File: src/rtl/lamp_pkg.sv
// Constants shared by the LED lamp framebuffer and the serial frame shifter,
// plus the shifter's state encoding.
package lamp_pkg;

  localparam int c_ch_per_board   = 32;
  localparam int c_bpc_default    = 12;
  localparam int c_time_w_default = 10;

  typedef enum logic [2:0] {
    IDLE,
    FETCH,
    SHIFT,
    LATCH,
    HOLD
  } shift_state_t;

endpackage

File: src/rtl/led_shifter_if.sv
// Framebuffer read port: the shifter drives the address, and the framebuffer
// returns the word one clock later.
interface led_shifter_if #(
  parameter int c_addr_w = 10,
  parameter int c_bpc    = lamp_pkg::c_bpc_default
);

  logic [c_addr_w-1:0] raddr;
  logic [c_bpc-1:0]    rdata;

  modport master (output raddr, input rdata);
  modport slave  (input raddr, output rdata);

endinterface

File: src/rtl/led_shifter_sclk_gen.sv
// Half-period timer for the serial clock. It emits a rise strobe at the end of
// each low half and a fall strobe at the end of each high half.
module sclk_gen #(
  parameter int c_clkdiv = 2
) (
  input  logic i_clk,
  input  logic i_rst,
  input  logic en,
  output logic rise_tick,
  output logic fall_tick
);

  localparam int c_cnt_w = (c_clkdiv > 1) ? $clog2(c_clkdiv) : 1;
  localparam logic [c_cnt_w-1:0] c_last = c_cnt_w'(c_clkdiv - 1);

  logic [c_cnt_w-1:0] cnt;
  logic               high;
  logic               half_end;

  assign half_end  = en && (cnt == c_last);
  assign rise_tick = half_end && !high;
  assign fall_tick = half_end && high;

  // Dropping enable parks the timer at the start of a low half, so every
  // enabled stretch begins with a full low phase.
  always_ff @(posedge i_clk) begin
    if (i_rst || !en) begin
      cnt  <= '0;
      high <= 1'b0;
    end else if (cnt == c_last) begin
      cnt  <= '0;
      high <= ~high;
    end else begin
      cnt <= cnt + 1'b1;
    end
  end

endmodule

File: src/rtl/led_shifter.sv
// Streams one framebuffer frame MSB-first into the LED driver chain, then
// latches it and holds it for a programmable number of sclk periods.
module led_shifter
  import lamp_pkg::*;
#(
  parameter int c_ledboards = 30,
  parameter int c_bpc       = c_bpc_default,
  parameter int c_channels  = c_ledboards * c_ch_per_board,
  parameter int c_addr_w    = $clog2(c_channels),
  parameter int c_time_w    = c_time_w_default,
  parameter int c_clkdiv    = 2
) (
  input  logic                i_clk,
  input  logic                i_rst,
  input  logic                i_start,
  led_shifter_if.master       fb,
  input  logic [c_time_w-1:0] i_time,
  output logic                o_sclk,
  output logic                o_sdata,
  output logic                o_lat,
  output logic                o_busy,
  output logic                o_done
);

  localparam int c_bit_w = (c_bpc > 1) ? $clog2(c_bpc) : 1;
  localparam logic [c_bit_w-1:0]  c_last_bit  = c_bit_w'(c_bpc - 1);
  localparam logic [c_addr_w-1:0] c_last_word = c_addr_w'(c_channels - 1);

  shift_state_t        state, state_next;
  logic [c_bpc-1:0]    shreg;
  logic [c_bit_w-1:0]  bit_cnt;
  logic [c_addr_w-1:0] word_cnt, raddr, raddr_adv;
  logic [c_time_w-1:0] hold_cnt;
  logic                fetch_wait, sclk_en, rise_tick, fall_tick;
  logic                start_fetch, load_word, shift_bit, enter_latch, finish;

  assign sclk_en = state inside {SHIFT, LATCH, HOLD};

  sclk_gen #(.c_clkdiv(c_clkdiv)) u_sclk_gen (
    .i_clk     (i_clk),
    .i_rst     (i_rst),
    .en        (sclk_en),
    .rise_tick (rise_tick),
    .fall_tick (fall_tick)
  );

  // The prefetch address runs one word ahead and sticks at the last word.
  assign raddr_adv = (raddr < c_last_word) ? raddr + 1'b1 : raddr;
  assign fb.raddr  = raddr;
  assign o_sdata   = (state == SHIFT) && shreg[c_bpc-1];
  assign o_busy    = (state != IDLE);

  always_ff @(posedge i_clk) begin
    if (i_rst) state <= IDLE;
    else       state <= state_next;
  end

  always_comb begin
    state_next  = state;
    start_fetch = 1'b0;
    load_word   = 1'b0;
    shift_bit   = 1'b0;
    enter_latch = 1'b0;
    finish      = 1'b0;
    case (state)
      IDLE: if (i_start) begin
        state_next  = FETCH;
        start_fetch = 1'b1;
      end
      FETCH: if (fetch_wait) begin
        state_next = SHIFT;
        load_word  = 1'b1;
      end
      SHIFT: if (fall_tick) begin
        if (bit_cnt != c_last_bit) begin
          shift_bit = 1'b1;
        end else if (word_cnt != c_last_word) begin
          load_word = 1'b1;
        end else begin
          state_next  = LATCH;
          enter_latch = 1'b1;
        end
      end
      LATCH: if (fall_tick) begin
        if (hold_cnt == '0) begin
          state_next = IDLE;
          finish     = 1'b1;
        end else begin
          state_next = HOLD;
        end
      end
      HOLD: if (fall_tick && hold_cnt == c_time_w'(1)) begin
        state_next = IDLE;
        finish     = 1'b1;
      end
      default: state_next = IDLE;
    endcase
  end

  // Word loads and bit shifts happen only on fall strobes, while sclk is low.
  always_ff @(posedge i_clk) begin
    if (i_rst) begin
      shreg      <= '0;
      bit_cnt    <= '0;
      word_cnt   <= '0;
      raddr      <= '0;
      hold_cnt   <= '0;
      fetch_wait <= 1'b0;
      o_sclk     <= 1'b0;
      o_lat      <= 1'b0;
      o_done     <= 1'b0;
    end else begin
      o_done <= finish;
      if (start_fetch) begin
        raddr      <= '0;
        fetch_wait <= 1'b0;
      end
      if (state == FETCH) fetch_wait <= 1'b1;
      if (load_word) begin
        shreg    <= fb.rdata;
        bit_cnt  <= '0;
        word_cnt <= (state == FETCH) ? '0 : word_cnt + 1'b1;
        raddr    <= raddr_adv;
      end else if (shift_bit) begin
        shreg   <= {shreg[c_bpc-2:0], 1'b0};
        bit_cnt <= bit_cnt + 1'b1;
      end
      if (state == SHIFT && rise_tick) o_sclk <= 1'b1;
      else if (fall_tick)              o_sclk <= 1'b0;
      if (enter_latch) begin
        o_lat    <= 1'b1;
        hold_cnt <= i_time;
      end else if (state == LATCH && fall_tick) begin
        o_lat <= 1'b0;
      end else if (state == HOLD && fall_tick) begin
        hold_cnt <= hold_cnt - 1'b1;
      end
      if (finish) begin
        raddr      <= '0;
        word_cnt   <= '0;
        bit_cnt    <= '0;
        hold_cnt   <= '0;
        shreg      <= '0;
        fetch_wait <= 1'b0;
      end
    end
  end

endmodule

File: src/flat_wrapper.sv
// flat-port wrapper written by rule: the top's interface ports become plain ports
module led_shifter_flat import lamp_pkg::*;
#(
  parameter int c_ledboards = 30,
  parameter int c_bpc       = c_bpc_default,
  parameter int c_channels  = c_ledboards * c_ch_per_board,
  parameter int c_addr_w    = $clog2(c_channels),
  parameter int c_time_w    = c_time_w_default,
  parameter int c_clkdiv    = 2
)
  (i_clk, i_rst, i_start, i_time, o_sclk, o_sdata, o_lat, o_busy, o_done, fb_raddr, fb_rdata);
  led_shifter_if #(.c_addr_w(c_addr_w), .c_bpc(c_bpc)) fb_i ();
  input  logic i_clk;
  input  logic i_rst;
  input  logic i_start;
  input  logic [c_time_w-1:0] i_time;
  output logic o_sclk;
  output logic o_sdata;
  output logic o_lat;
  output logic o_busy;
  output logic o_done;
  output wire logic [$bits(fb_i.raddr)-1:0] fb_raddr;
  input wire logic [$bits(fb_i.rdata)-1:0] fb_rdata;
  assign fb_raddr = fb_i.raddr;
  assign fb_i.rdata = fb_rdata;
  led_shifter #(.c_ledboards(c_ledboards), .c_bpc(c_bpc), .c_channels(c_channels), .c_addr_w(c_addr_w), .c_time_w(c_time_w), .c_clkdiv(c_clkdiv)) u_core (.i_clk(i_clk), .i_rst(i_rst), .i_start(i_start), .fb(fb_i), .i_time(i_time), .o_sclk(o_sclk), .o_sdata(o_sdata), .o_lat(o_lat), .o_busy(o_busy), .o_done(o_done));
endmodule
File: config.mk
export PLATFORM = sky130hd
export DESIGN_NAME = led_shifter_flat
export DESIGN_NICKNAME = d
export VERILOG_FILES = /design/src/rtl/lamp_pkg.sv /design/src/rtl/led_shifter_if.sv /design/src/rtl/led_shifter_sclk_gen.sv /design/src/rtl/led_shifter.sv /design/src/flat_wrapper.sv
export SDC_FILE = /design/constraint.sdc
export NUM_CORES = 1
export LEC_CHECK = 0
export BUFFER_PORTS_ARGS = -buffer_cell sky130_fd_sc_hd__buf_2
export CAP_MARGIN = 5
export CORE_ASPECT_RATIO = 1.5
export CORE_MARGIN = 10
export CORE_UTILIZATION = 55
export CTS_CLUSTER_SIZE = 8
export DETAILED_ROUTE_END_ITERATION = 8
export PLACE_DENSITY = 0.84
export SYNTH_ARGS = -nofsm -noshare
export SYNTH_HDL_FRONTEND = slang
export SYNTH_SLANG_ARGS = --single-unit
File: constraint.sdc
create_clock -name i_clk -period 5.25 [get_ports i_clk]
set_clock_uncertainty 0.1 [all_clocks]
set_input_delay 0.7875 -clock i_clk [delete_from_list [all_inputs] [get_ports i_clk]]
set_output_delay 0.7875 -clock i_clk [all_outputs]
set_load 0.05 [all_outputs]
==> results.yml <==
run_status:
  outcome: "finished, final reports clean"
drt:
  drc: 0
  drt_wl_total_mm: 7.10
  vias: 2749
  ant_nets: 0
  drtIter0Drc: 243
  wire_per_inst_um: 15.5
  drt_first_pass_iters: 4
  via_per_inst: 5.99
finish:
  mostFrequentLayoutCell: "dfxtp_1"
  fin_nets: 419
  areaGrowthSynthToFinish_pct: 9.15
  fillers: 512
  seq_area_sq_um: 1100
  multi_input_area_sq_um: 1850
  final_cell_mix: "dfxtp_1 (55), nand2_1 (43), nor2_1 (41)"
  antenna_cells: 0
  drive_gt1_share_pct: 20.1
floorplanning:
  ioPinCount: 40
  die_w_um: 81.1
  fp.dieArea_sq_um: 9040
  coreArea_sq_um: 5450
  die_h_um: 112
  initial_core_util_pct: 56.4
  rows: 33
critical_path:
  r2r-end: "u_core.hold_cnt[1]$_SDFFE_PP0P_"
  reg2reg_depth: 6
  crit_fanout: 18
  crit_path_start_kind: "flip-flop"
  r2r-start: "u_core.bit_cnt[0]$_SDFFE_PP0P_"
  arrival_ns: 2.98
  required_ns: 5.33
  endpoint_kind: "flip-flop"
  crit_type: "reg2reg"
  r2r_slack_ns: 2.35
sta:
  period_needed_ns: 2.90
  slew_headroom_pct: 39.2
  hold_violations: 0
  max_freq_mhz: 345
  fin_crit_sh_pct: 55.2
  setup_tns_ns: 0
  grt_setup_unrepaired: "no"
  worst_slew_pin_slew_ns: 0.899
  finalSetupViolCount: 0
  slew_viol_final: 0
placement:
  place_congestion: 0.845
  place.detailed.hpwl_mm: 5.31
  io_buffers: 39
synth:
  ys_seq_elements: 55
  synth_adder_area_share_pct: 2.44
  synthXorXnorAreaFrac_pct: 5.41
  synthesis.area_sq_um: 3080
  yosysUniqueCellTypes: 64
  synth_top_family_by_area: "simple AND/OR/NAND/NOR gates"
  ys.flop_type: "dfxtp_1"
  synth_compound_gate_area_share_pct: 16.6
  synthArstFlopShare_pct: 0
  synth_simple_gate_area_share_pct: 33.9
  syn-num-nets: 388
  synth_edf_count: 0
  yosys_warnings: 0
  syn_inst: 357
  muxShareOfSynthArea_pct: 1.67
  postSynthAreaPerCell_sq_um: 8.61
  yosysSeqAreaShare_pct: 35.8
global_route:
  antenna_found_initial: 0
  grt_use_total_pct: 15.8
  grt_start_max_net_pins: 29
  overflow: 0
  grt_pass1_vias: 2641
  grt_first_pass_wirelength_mm: 12.1
clock_tree:
  htreeDepth: 2
  clock-sinks: 55
  postCtsHoldBufs: 0
  cts_tree: "done"
  cts.root.buffer_cell: "clkbuf_8"
  post_cts_buffers: 0
  cts.path.max_buffers: 2
  cts_made_buffers: 5
  clock_latency_ns: 0.31
  clk_pin_slew_ns: 0.10
  postCtsResizedCells: 0
power:
  power_mw: 0.718
  peakVddDrop_uv: 162
  pwr_density_cell_nw_per_um2: 214
  leakage_nw: 1.24
run:
  drv_cap: 0
hold_path:
  worstHoldPathType: "reg2reg"
  worstHoldStart: "u_core.shreg[0]$_SDFFE_PP0P_"
  holdPathStages: 2
  hold_end: "u_core.shreg[0]$_SDFFE_PP0P_"
==> final cells by class <==
cell class,count,share of cell area (%)
multi-input combinational,280,55.2
sequential,55,32.8
timing repair buffer,41,6.26
tap,70,2.61
clock buffer,5,2.05
clock inverter,3,0.559
inverter,5,0.559
==> stage by stage <==
| stage | hold slack [ns] | cells | setup WS [ns] | utilization, % | cell area (sq um) |
|---|---|---|---|---|---|
| 5_1_grt | 0.403 | 459 | 2.10 | 61.6 | 3360 |
| 4_1_cts | 0.385 | 459 | 2.40 | 61.6 | 3360 |
| 2_1_floorplan | 0.348 | 357 | 3.07 | - | 3080 |
| 3_5_place_dp | 0.370 | 451 | 2.41 | 60.0 | 3270 |
| 6_report | 0.383 | 459 | 2.35 | 61.6 | 3360 |
| 3_3_place_gp | 0.358 | 451 | 2.46 | 60.0 | 3270 |
==> Yosys cell counts, drive strengths merged, types with 5 or more instances <==
library cell | instances | area (sq um)
nand3b | 7 | 52.6
or4 | 5 | 41.3
xor2 | 5 | 43.8
nand4 | 6 | 43.8
clkbuf | 6 | 23.8
a311oi | 11 | 134
nor3 | 15 | 75.1
buf | 11 | 86.3
a21oi | 17 | 85.1
nor2 | 42 | 160
nand3 | 27 | 140
ha | 6 | 75.1
dfxtp | 55 | 1100
a22oi | 5 | 37.5
nand2 | 46 | 185
nor4 | 12 | 106
inv | 5 | 18.8
xnor2 | 14 | 123
==> power breakdown <==
part	total [mW]	internal, mW	switching [mW]
logic	0.0538	0.0207	0.0331
registers	0.430	0.423	0.00742
clock network	0.234	0.0942	0.140
==> kinds of logic after synthesis <==
| family | count (synthesis) |
|---|---|
| adder cells (fa/ha/maj) | 6 |
| XOR/XNOR | 19 |
| flip-flops | 55 |
| multiplexers | 5 |
| AND/OR/NAND/NOR | 191 |
| AO/OA/AOI/OAI | 59 |
| buffers and inverters | 22 |
==> metal layers <==
| layer | wire length [um] | up-vias | GRT usage, % |
|---|---|---|---|
| met5 | 0 | - | 0 |
| met4 | 110 | 0 | 5.56 |
| met3 | 406 | 12 | 4.11 |
| met2 | 3700 | 81 | 27.3 |
| met1 | 2880 | 1288 | 18.0 |
| li1 | - | 1368 | - |
==> worst max-delay path by stage <==
| stage | from | end | cells past startpoint | slack [ns] |
|---|---|---|---|---|
| 4_1_cts | u_core.bit_cnt[0]$_SDFFE_PP0P_ | u_core.hold_cnt[7]$_SDFFE_PP0P_ | 6 | 2.40 |
| 3_5_place_dp | u_core.bit_cnt[0]$_SDFFE_PP0P_ | u_core.hold_cnt[7]$_SDFFE_PP0P_ | 6 | 2.41 |
| 2_1_floorplan | u_core.state[1]$_SDFFE_PP0P_ | o_sdata | 3 | 3.07 |
| 6_report | u_core.bit_cnt[0]$_SDFFE_PP0P_ | u_core.hold_cnt[1]$_SDFFE_PP0P_ | 6 | 2.35 |
| 5_1_grt | u_core.bit_cnt[0]$_SDFFE_PP0P_ | u_core.hold_cnt[1]$_SDFFE_PP0P_ | 6 | 2.10 |
| 3_3_place_gp | u_core.bit_cnt[0]$_SDFFE_PP0P_ | u_core.hold_cnt[7]$_SDFFE_PP0P_ | 6 | 2.46 |
==> registers in the layout (all words and copies together) (netlist names) <==
name / count
u_core.u_sclk_gen.cnt: 1
u_core.fb.raddr: 10
u_core.word_cnt: 10
u_core.hold_cnt: 10
u_core.u_sclk_gen.high: 1
u_core.shreg: 12
u_core.o_done: 1
u_core.bit_cnt: 4
u_core.o_sclk: 1
u_core.o_lat: 1
u_core.state: 3
u_core.fetch_wait: 1
==> worst max-delay path: stages (launching register included) <==
cell and delay [ns]:
dfxtp_1 0.39, ha_1 0.20, nand3b_1 0.47, nor4_1 0.76
o21ai_1 0.41, a221oi_1 0.35, nor2_1 0.07
No activity file was read; power rests on OpenSTA's default activity.
